[src/rtl/mem_req_sequencer.sv]
// mem_req_sequencer: front end for the memory block.
// Buffers read/write requests in a small FIFO, issues them one at a time on
// the memory pins, waits for the memory's completion pulse (or a cycle-count
// timeout) and returns status and read data on a valid/ready response stream.
//
// Ports:
//   clk, reset (async, active-low)
//   req_valid/req_ready/req_write/req_addr/req_wdata : request stream in
//   rsp_valid/rsp_ready/rsp_write/rsp_rdata/rsp_err  : response stream out
//   mem_wr/mem_rd/mem_addr/mem_wdata                 : memory command out
//   mem_rdata/mem_response                           : memory completion in
//   busy                                             : FSM active or FIFO holds work
module mem_req_sequencer #(
    parameter int unsigned ADDR_W     = 8,
    parameter int unsigned DATA_W     = 32,
    parameter int unsigned FIFO_DEPTH = 4,
    parameter int unsigned TIMEOUT    = 16
) (
    input  logic              clk,
    input  logic              reset,
    input  logic              req_valid,
    output logic              req_ready,
    input  logic              req_write,
    input  logic [ADDR_W-1:0] req_addr,
    input  logic [DATA_W-1:0] req_wdata,
    output logic              rsp_valid,
    input  logic              rsp_ready,
    output logic              rsp_write,
    output logic [DATA_W-1:0] rsp_rdata,
    output logic              rsp_err,
    output logic              mem_wr,
    output logic              mem_rd,
    output logic [ADDR_W-1:0] mem_addr,
    output logic [DATA_W-1:0] mem_wdata,
    input  logic [DATA_W-1:0] mem_rdata,
    input  logic              mem_response,
    output logic              busy
);

    localparam int unsigned PTR_W   = $clog2(FIFO_DEPTH);
    localparam int unsigned CNT_W   = $clog2(TIMEOUT);
    localparam int unsigned ENTRY_W = 1 + ADDR_W + DATA_W;

    typedef enum logic [1:0] {StIdle, StAccess, StResp} state_e;

    // ---------------- request FIFO ----------------
    logic [ENTRY_W-1:0] fifo_mem [FIFO_DEPTH];
    logic [PTR_W-1:0]   wr_ptr_q, rd_ptr_q;
    logic [PTR_W:0]     count_q;
    logic               full, empty, push, pop;
    logic [ENTRY_W-1:0] head;

    assign full      = (count_q == (PTR_W+1)'(FIFO_DEPTH));
    assign empty     = (count_q == '0);
    assign req_ready = !full;
    assign push      = req_valid && !full;
    assign head      = fifo_mem[rd_ptr_q];

    // Storage needs no reset; only the pointers and count define validity.
    always_ff @(posedge clk) begin
        if (push) begin
            fifo_mem[wr_ptr_q] <= {req_write, req_addr, req_wdata};
        end
    end

    always_ff @(posedge clk or negedge reset) begin
        if (!reset) begin
            wr_ptr_q <= '0;
            rd_ptr_q <= '0;
            count_q  <= '0;
        end else begin
            // Pointers are power-of-2 wide, so they wrap on their own.
            if (push) wr_ptr_q <= wr_ptr_q + PTR_W'(1);
            if (pop)  rd_ptr_q <= rd_ptr_q + PTR_W'(1);
            if (push && !pop)      count_q <= count_q + (PTR_W+1)'(1);
            else if (pop && !push) count_q <= count_q - (PTR_W+1)'(1);
        end
    end

    // ---------------- sequencing FSM ----------------
    state_e              state_q, state_d;
    logic [CNT_W-1:0]    cnt_q, cnt_d;
    logic                mem_wr_q, mem_wr_d, mem_rd_q, mem_rd_d;
    logic [ADDR_W-1:0]   mem_addr_q, mem_addr_d;
    logic [DATA_W-1:0]   mem_wdata_q, mem_wdata_d;
    logic                rsp_write_q, rsp_write_d, rsp_err_q, rsp_err_d;
    logic [DATA_W-1:0]   rsp_rdata_q, rsp_rdata_d;

    always_comb begin
        state_d     = state_q;
        cnt_d       = cnt_q;
        mem_wr_d    = mem_wr_q;
        mem_rd_d    = mem_rd_q;
        mem_addr_d  = mem_addr_q;
        mem_wdata_d = mem_wdata_q;
        rsp_write_d = rsp_write_q;
        rsp_err_d   = rsp_err_q;
        rsp_rdata_d = rsp_rdata_q;
        pop         = 1'b0;
        case (state_q)
            StIdle: begin
                if (!empty) begin
                    pop         = 1'b1;
                    rsp_write_d = head[ENTRY_W-1];
                    mem_addr_d  = head[DATA_W +: ADDR_W];
                    mem_wdata_d = head[DATA_W-1:0];
                    mem_wr_d    = head[ENTRY_W-1];
                    mem_rd_d    = !head[ENTRY_W-1];
                    cnt_d       = '0;
                    state_d     = StAccess;
                end
            end
            StAccess: begin
                cnt_d = cnt_q + CNT_W'(1);
                // Response is checked first so it wins over a coincident timeout.
                if (mem_response) begin
                    rsp_rdata_d = rsp_write_q ? '0 : mem_rdata;
                    rsp_err_d   = 1'b0;
                    mem_wr_d    = 1'b0;
                    mem_rd_d    = 1'b0;
                    state_d     = StResp;
                end else if (cnt_q == CNT_W'(TIMEOUT - 1)) begin
                    rsp_rdata_d = '0;
                    rsp_err_d   = 1'b1;
                    mem_wr_d    = 1'b0;
                    mem_rd_d    = 1'b0;
                    state_d     = StResp;
                end
            end
            StResp: begin
                if (rsp_ready) state_d = StIdle;
            end
            default: state_d = StIdle;
        endcase
    end

    always_ff @(posedge clk or negedge reset) begin
        if (!reset) begin
            state_q     <= StIdle;
            cnt_q       <= '0;
            mem_wr_q    <= 1'b0;
            mem_rd_q    <= 1'b0;
            mem_addr_q  <= '0;
            mem_wdata_q <= '0;
            rsp_write_q <= 1'b0;
            rsp_err_q   <= 1'b0;
            rsp_rdata_q <= '0;
        end else begin
            state_q     <= state_d;
            cnt_q       <= cnt_d;
            mem_wr_q    <= mem_wr_d;
            mem_rd_q    <= mem_rd_d;
            mem_addr_q  <= mem_addr_d;
            mem_wdata_q <= mem_wdata_d;
            rsp_write_q <= rsp_write_d;
            rsp_err_q   <= rsp_err_d;
            rsp_rdata_q <= rsp_rdata_d;
        end
    end

    assign rsp_valid = (state_q == StResp);
    assign rsp_write = rsp_write_q;
    assign rsp_rdata = rsp_rdata_q;
    assign rsp_err   = rsp_err_q;
    assign mem_wr    = mem_wr_q;
    assign mem_rd    = mem_rd_q;
    assign mem_addr  = mem_addr_q;
    assign mem_wdata = mem_wdata_q;
    assign busy      = (state_q != StIdle) || !empty;

endmodule

[config.mk]
export PLATFORM = sky130hd
export DESIGN_NAME = mem_req_sequencer
export DESIGN_NICKNAME = d
export VERILOG_FILES = /design/src/rtl/mem_req_sequencer.sv
export SDC_FILE = /design/constraint.sdc
export NUM_CORES = 1
export LEC_CHECK = 0
export CAP_MARGIN = 20
export CORE_ASPECT_RATIO = 1.5
export CORE_MARGIN = 4
export CORE_UTILIZATION = 52
export CTS_CLUSTER_SIZE = 8
export DETAILED_ROUTE_END_ITERATION = 7
export PLACE_DENSITY = 0.79
export SYNTH_ARGS = -nofsm -noshare
export SYNTH_HDL_FRONTEND = slang
export SYNTH_SLANG_ARGS = --single-unit
[constraint.sdc]
create_clock -name clk -period 3.9 [get_ports clk]
set_input_delay 0.78 -clock clk [delete_from_list [all_inputs] [get_ports clk]]
set_output_delay 0.78 -clock clk [all_outputs]
set_load 0.01 [all_outputs]
==> metrics.yaml, run 1 <==
synthesis:
  synth_top_cell_area_share_pct: 51.3
  synthesis.nets: 606
  postSynthRegisterBits: 253
  mapped_cell_area_um2: 9610
  ys_types: 34
  post-synth-top-count-cell: "sky130_fd_sc_hd__edfxtp_1"
  ys_warn_count: 0
  share_of_flip_flops_with_an_asynchronous_set_or_reset_pct: 35.2
  seq_area_frac_synth_pct: 74.5
  synth.cells.most_frequent: "164 x sky130_fd_sc_hd__edfxtp_1, 89 x sky130_fd_sc_hd__dfrtp_1, 62 x sky130_fd_sc_hd__o21ai_0, 42 x sky130_fd_sc_hd__mux2_2, 41 x sky130_fd_sc_hd__mux4_2"
  synth_area_per_cell_um2: 18.4
  postSynthCellCount: 521
  synth-edff-count: 164
  synthFlopType: "sky130_fd_sc_hd__edfxtp_1"
  synthDominantAreaCellType: "sky130_fd_sc_hd__edfxtp_1"
  synth_top_cells_by_area: "sky130_fd_sc_hd__edfxtp_1 51%, sky130_fd_sc_hd__dfrtp_1 23%, sky130_fd_sc_hd__mux4_2 9.6%"
critical_path:
  critical_setup_path_class: "reg -> out"
  critPathArrivalTime_ps: 2030
  critical_path_required_ps: 3120
  crit_path_max_fanout: 5
  critPathSlowestCell: "sky130_fd_sc_hd__clkdlybuf4s50_1"
  worstRegToRegCells: 8
  max_stage_delay_ps: 500
  worst_setup_path_start_kind: "register"
  reg2reg_from: "count_q[0]"
  regToRegEndpoint: "count_q[2]"
  worstPathCellList: "or3_4 > nand2b_1 > clkdlybuf4s50_1"
  path_delay_family: "simple AND/OR/NAND/NOR gates"
  timing.critical_path.buf_inv: 1
  regToRegSetupSlack_ps: 1240
  critPathCaptureType: "output pin"
floorplanning:
  placeableCoreArea_um2: 18000
  die_area_um2: 20800
  floorplan.initialDensity_pct: 53.3
  floorplan.die.height_um: 174
  num_io_pins: 157
  floorplan.die.width_um: 119
  num_rows: 60
clock_network:
  numCtsBuffers: 37
  cts_post_setup_buffers_inserted: 0
  postCtsHoldBufs: 0
  cts_htree_levels: 2
  max-clock-path-buffers: 3
  path_clk_slew_ps: 50
  clk-insertion-delay-late_ps: 500
  post_cts_resize_count: 0
  cts_tree: "yes"
  clockRootBuffer: "sky130_fd_sc_hd__clkbuf_16"
  clock-sinks: 253
grt:
  grt_remaining_overflow: 0
  wire_length_of_the_first_global_routing_pass_um: 33300
  grt_pass1_vias: 5955
  grt_use_total_pct: 20.9
  antenna_found_initial: 0
  grt_start_max_net_pins: 68
finish:
  final_std_cells_w_o_fill: 944
  fill_cells: 1142
  nets: 786
  regArea_um2: 7160
  diodes: 0
  area.growth.synth_to_final_pct: 29.6
  multi_input_comb_area_um2: 2260
  drive_above_1_share_pct: 20.8
placed_design:
  dp_cells: 877
  gp_routability_congestion: 0.784
  detailed_place_hpwl_um: 13200
  numPortBuffers: 156
sta:
  hold_viol: 0
  report.final.setup_viol: 0
  timing.final.crit_share_pct: 72.0
  maxSlewHeadroom_pct: 29.9
  top_achievable_clock_speed_ghz: 0.356
  grt_setup_unrepaired: "no"
  maxSlewViolCount: 0
  worst-slew-pin-transition_ps: 1050
  layout_min_cycle_time_ps: 2810
  clock_skew_ps: 25.9
  setup_tns_ps: 0
flow_run:
  max-cap-violations: 0
power:
  power_density_nw_per_um2: 832
  worst_ir_drop_vdd_v: 0.000692
  standby_leakage_power_nw: 4.53
hold_path:
  hold_wc_path_type: "in -> async"
detailed_routing:
  detail-route-antenna-nets: 0
  route.detailed.wl_per_inst_um: 22.4
  route.detailed.drc: 0
  drt_first_iter_violations: 433
  detailedRoute.firstPassIterationCount: 4
  routed_wirelength_um: 21100
  routed_via_density: 5.63
  routed-via-count: 5313
run_status:
  run_status: "finished clean"
[power breakdown]
group / switching [mW] / leakage, nW / internal, mW
sequential: 0.577 / 2.61 / 3.72
clock: 1.07 / 0.509 / 1.81
combinational: 1.38 / 1.42 / 1.81
[placed cells by master (no fill, tap or decap), types with 2 or more instances in the layout]
master	instances
sky130_fd_sc_hd__dfrtp_1	87
sky130_fd_sc_hd__clkdlybuf4s50_1	155
sky130_fd_sc_hd__and2_2	4
sky130_fd_sc_hd__mux2_2	42
sky130_fd_sc_hd__xor2_1	3
sky130_fd_sc_hd__nor2_1	2
sky130_fd_sc_hd__mux4_2	41
sky130_fd_sc_hd__edfxtp_1	164
sky130_fd_sc_hd__nand2b_1	4
sky130_fd_sc_hd__xnor2_1	4
sky130_fd_sc_hd__o21ai_1	9
sky130_fd_sc_hd__nand2_1	36
sky130_fd_sc_hd__inv_1	7
sky130_fd_sc_hd__clkbuf_1	25
sky130_fd_sc_hd__ha_1	6
sky130_fd_sc_hd__o21ai_0	62
sky130_fd_sc_hd__nand3_1	3
sky130_fd_sc_hd__clkbuf_16	38
sky130_fd_sc_hd__buf_4	12
sky130_fd_sc_hd__buf_8	2
[worst max-delay path by stage]
stage                     slack (ps)  depth (start not counted)         endpoint        from
final                           1090                          3             busy  count_q[0]
after global routing            1030                          3             busy  count_q[0]
after CTS                       1060                          3             busy  count_q[0]
after detailed placement        1040                          4  fifo_mem[3][13]   req_valid
after global placement          1110                          4  fifo_mem[1][11]   req_valid
after floorplan                 1420                          2   fifo_mem[0][0]   req_valid
[cell type report]
class	instances	share of cell area, %
sequential	253	57.5
multi-input combinational	233	18.1
timing repair buffer	169	13.4
clock buffer	63	8.39
tap	217	2.18
inverter	7	0.211
clock inverter	2	0.171
[state kept, by name (all words and copies together), names as in the netlist]
name / count
mem_wdata: 32
rsp_err: 1
fifo_mem: 164
count_q: 3
state_q: 2
rsp_rdata: 32
rd_ptr_q: 2
mem_addr: 8
cnt_q: 4
mem_wr: 1
rsp_write: 1
mem_rd: 1
wr_ptr_q: 2
[stage by stage]
step / area (um^2) / power, mW / worst slack [ps] / utilization [%] / hold slack (ps)
6_report: 12400 / 10.4 / 1090 / 69.1 / 399
3_3_place_gp: 11400 / 7.33 / 1110 / 63.0 / 486
5_1_grt: 12400 / 10.9 / 1030 / 69.1 / 473
4_1_cts: 12400 / 10.5 / 1060 / 68.9 / 424
3_5_place_dp: 11400 / 7.51 / 1040 / 63.0 / 492
2_1_floorplan: 9610 / 6.11 / 1420 / - / 483
[metal layers]
layer	vias to the layer above	GRT usage [%]	wire (um)	part of all wire, %
met4	0	7.06	524	2.5
met1	2695	24.2	7730	37
li1	2362	-	-	-
met5	-	0	0	0
met2	217	38.3	11600	55
met3	39	4.30	1280	6.1
[cells by family after synthesis]
group,share of synthesized area [%]
compound gates,4.44
xor+xnor,0.638
fa+ha+maj,0.990
buf+inv,2.12
flops,74.5
mux,14.5
simple gates,2.81
No activity file was read; power rests on OpenSTA's default activity.
==> inputs of run 2 (changes only) <==
--- a/config.mk
+++ b/config.mk
@@ -8,10 +8,10 @@
 export CAP_MARGIN = 20
 export CORE_ASPECT_RATIO = 1.5
 export CORE_MARGIN = 4
-export CORE_UTILIZATION = 52
+export CORE_UTILIZATION = 48
 export CTS_CLUSTER_SIZE = 8
 export DETAILED_ROUTE_END_ITERATION = 7
-export PLACE_DENSITY = 0.79
+export PLACE_DENSITY = 0.77
 export SYNTH_ARGS = -nofsm -noshare
 export SYNTH_HDL_FRONTEND = slang
 export SYNTH_SLANG_ARGS = --single-unit
==> constraint.sdc (replaced) <==
create_clock -name clk -period 2.34 [get_ports clk]
set_input_delay 0.468 -clock clk [delete_from_list [all_inputs] [get_ports clk]]
set_output_delay 0.468 -clock clk [all_outputs]
set_load 0.01 [all_outputs]
==> metrics.yaml, run 2 (synthesized netlist as in run 1, its figures left out) <==
grt:
  antenna_found_initial: 0  # unchanged
  grt_use_total_pct: 17.3  # was 20.9%
  wire_length_of_the_first_global_routing_pass_um: 30100  # was 33300 um
  grt_remaining_overflow: 0  # unchanged
  grt_pass1_vias: 5699  # was 5955
  grt_start_max_net_pins: 48  # was 68
hold_path:
  hold_wc_path_type: "in -> async"  # unchanged
sta:
  timing.final.crit_share_pct: 97.6
  top_achievable_clock_speed_ghz: 0.438
  layout_min_cycle_time_ps: 2280
  maxSlewViolCount: 0  # unchanged
  report.final.setup_viol: 0  # unchanged
  hold_viol: 0  # unchanged
  worst-slew-pin-transition_ps: 1050  # about the same
  setup_tns_ps: 0  # unchanged
  clock_skew_ps: 19.2  # was 25.9 ps
  final_critical_path_setup_slack_ps: 55.6  # was 1090 ps
  grt_setup_unrepaired: "no"  # unchanged
  maxSlewHeadroom_pct: 30.0  # was 29.9%
clock_network:
  clock-sinks: 253  # unchanged
  cts_tree: "yes"  # unchanged
  numCtsBuffers: 37  # unchanged
  clockRootBuffer: "sky130_fd_sc_hd__clkbuf_16"  # unchanged
  max-clock-path-buffers: 3  # unchanged
  cts_post_setup_buffers_inserted: 0  # unchanged
  clk-insertion-delay-late_ps: 490  # was 500 ps
  cts_htree_levels: 2  # unchanged
  path_clk_slew_ps: 50  # about the same
detailed_routing:
  routed_wirelength_um: 19000  # was 21100 um
  routed-via-count: 5228  # was 5313
  detail-route-antenna-nets: 0  # unchanged
  route.detailed.wl_per_inst_um: 19.1  # was 22.4 um
  detailedRoute.firstPassIterationCount: 4  # unchanged
  routed_via_density: 5.25  # was 5.63
  drt_first_iter_violations: 256  # was 433
  route.detailed.drc: 0  # unchanged
critical_path:
  worst_setup_path_start_kind: "register"  # unchanged
  crit_path_max_fanout: 5  # unchanged
  critPathArrivalTime_ps: 1820  # was 2030 ps
  critPathCaptureType: "output pin"  # unchanged
  regToRegSetupSlack_ps: 230  # was 1240 ps
  critical_setup_path_class: "reg -> out"  # unchanged
  critical_path_required_ps: 1870  # was 3120 ps
floorplanning:
  floorplan.die.height_um: 181  # was 174 um
  num_io_pins: 157  # unchanged
  placeableCoreArea_um2: 19700  # was 18000 um^2
  floorplan.die.width_um: 124  # was 119 um
  floorplan.initialDensity_pct: 48.7  # was 53.3%
  num_rows: 63  # was 60
  die_area_um2: 22400  # was 20800 um^2
finish:
  drive_above_1_share_pct: 21.6  # was 20.8%
  mostFrequentLayoutCells: "164 x sky130_fd_sc_hd__edfxtp_1, 154 x sky130_fd_sc_hd__clkdlybuf4s50_1, 87 x sky130_fd_sc_hd__dfrtp_1"  # was 164 x sky130_fd_sc_hd__edfxtp_1, 155 x sky130_fd_sc_hd__clkdlybuf4s50_1, 87 x sky130_fd_sc_hd__dfrtp_1
  layout_commonest_cell: "sky130_fd_sc_hd__edfxtp_1"  # unchanged
  area.growth.synth_to_final_pct: 31.6  # was 29.6%
  nets: 795  # was 786
  max_flop_register: "fifo_mem"  # unchanged
  largest_register_ffs: 164  # unchanged
  fill_cells: 1359  # was 1142
  diodes: 0  # unchanged
placed_design:
  gp_routability_congestion: 0.720  # was 0.784
  detailed_place_hpwl_um: 12500  # was 13200 um
  numPortBuffers: 156  # unchanged
  dp_worst_setup_slack_ps: 40.8  # was 1040 ps
power:
  standby_leakage_power_nw: 4.59  # was 4.53 nW
  worst_ir_drop_vdd_v: 0.000739  # was 0.000692 V
  power_density_nw_per_um2: 1360  # was 832 nW/um^2
flow_run:
  max-cap-violations: 0  # unchanged
run_status:
  run_status: "finished clean"  # unchanged
run 2: cell count changes in the layout (fill, tap and decap cells not counted):
cell	delta
sky130_fd_sc_hd__dlygate4sd3_1	+1
sky130_fd_sc_hd__buf_12	+7
sky130_fd_sc_hd__clkbuf_1	-1
sky130_fd_sc_hd__dlygate4sd2_1	+1
sky130_fd_sc_hd__buf_8	-2
sky130_fd_sc_hd__buf_4	+3
sky130_fd_sc_hd__clkdlybuf4s50_1	-1
run 2: layout make-up:
cell class	count	area [um^2]	share of cell area, %
clock buffer	62	1040	8.24
clock inverter	2	21.3	0.168
inverter	7	26.3	0.208
multi-input combinational	233	2260	17.9
sequential	253	7160	56.6
tap	260	325	2.57
timing repair buffer	178	1810	14.3
run 2: stage by stage:
stage	hold WS [ps]	util (%)	cells	area (um^2)	power, mW
3_3_place_gp	441	58.7	930	11600	12.4
5_1_grt	513	64.1	995	12600	18.2
6_report	477	64.1	995	12600	17.2
3_5_place_dp	442	58.7	930	11600	12.7
4_1_cts	468	64.1	995	12600	17.5
2_1_floorplan	172	-	521	9610	10.2
run 2: timing repair:
| item | CTS | global route |
|---|---|---|
| gates resized for setup | 1 | 0 |
| endpoints found under the hold margin | 29 | 0 |
| hold buffers | 1 | 0 |
| setup endpoints to repair | 1 | 0 |
run 2: critical path, cell delays in order (launching register included):
cell and delay [ps]:
sky130_fd_sc_hd__dfrtp_1 430, sky130_fd_sc_hd__or3_4 450, sky130_fd_sc_hd__nand2b_1 160, sky130_fd_sc_hd__dlygate4sd2_1 300
run 2: path summary, 6_finish.rpt:
check                             from             to  depth (start not counted)
hold / removal                   reset    rd_ptr_q[0]                          2
setup / recovery            count_q[1]           busy                          3
max in group asynchronous        reset  rsp_rdata[13]                          3
min in group clk           mem_addr[6]    mem_addr[6]                          1
setup reg to reg            count_q[1]     count_q[2]                          8
hold reg to reg            mem_addr[6]    mem_addr[6]                          1
run 2: power by group:
part           switching (mW)  internal, mW  leakage, nW
logic                    2.41          3.14         1.48
clock network            1.72          3.00        0.507
registers               0.755          6.19         2.61
run 2: layer usage:
layer | part of all wire, % | routed length, um | vias to the layer above | global-route usage [%]
met5 | 0 | 0 | - | 0
met4 | 1.7 | 331 | 0 | 4.35
met3 | 5.9 | 1130 | 30 | 3.23
met2 | 54 | 10300 | 173 | 31.8
met1 | 38 | 7240 | 2653 | 20.7
li1 | - | - | 2372 | -
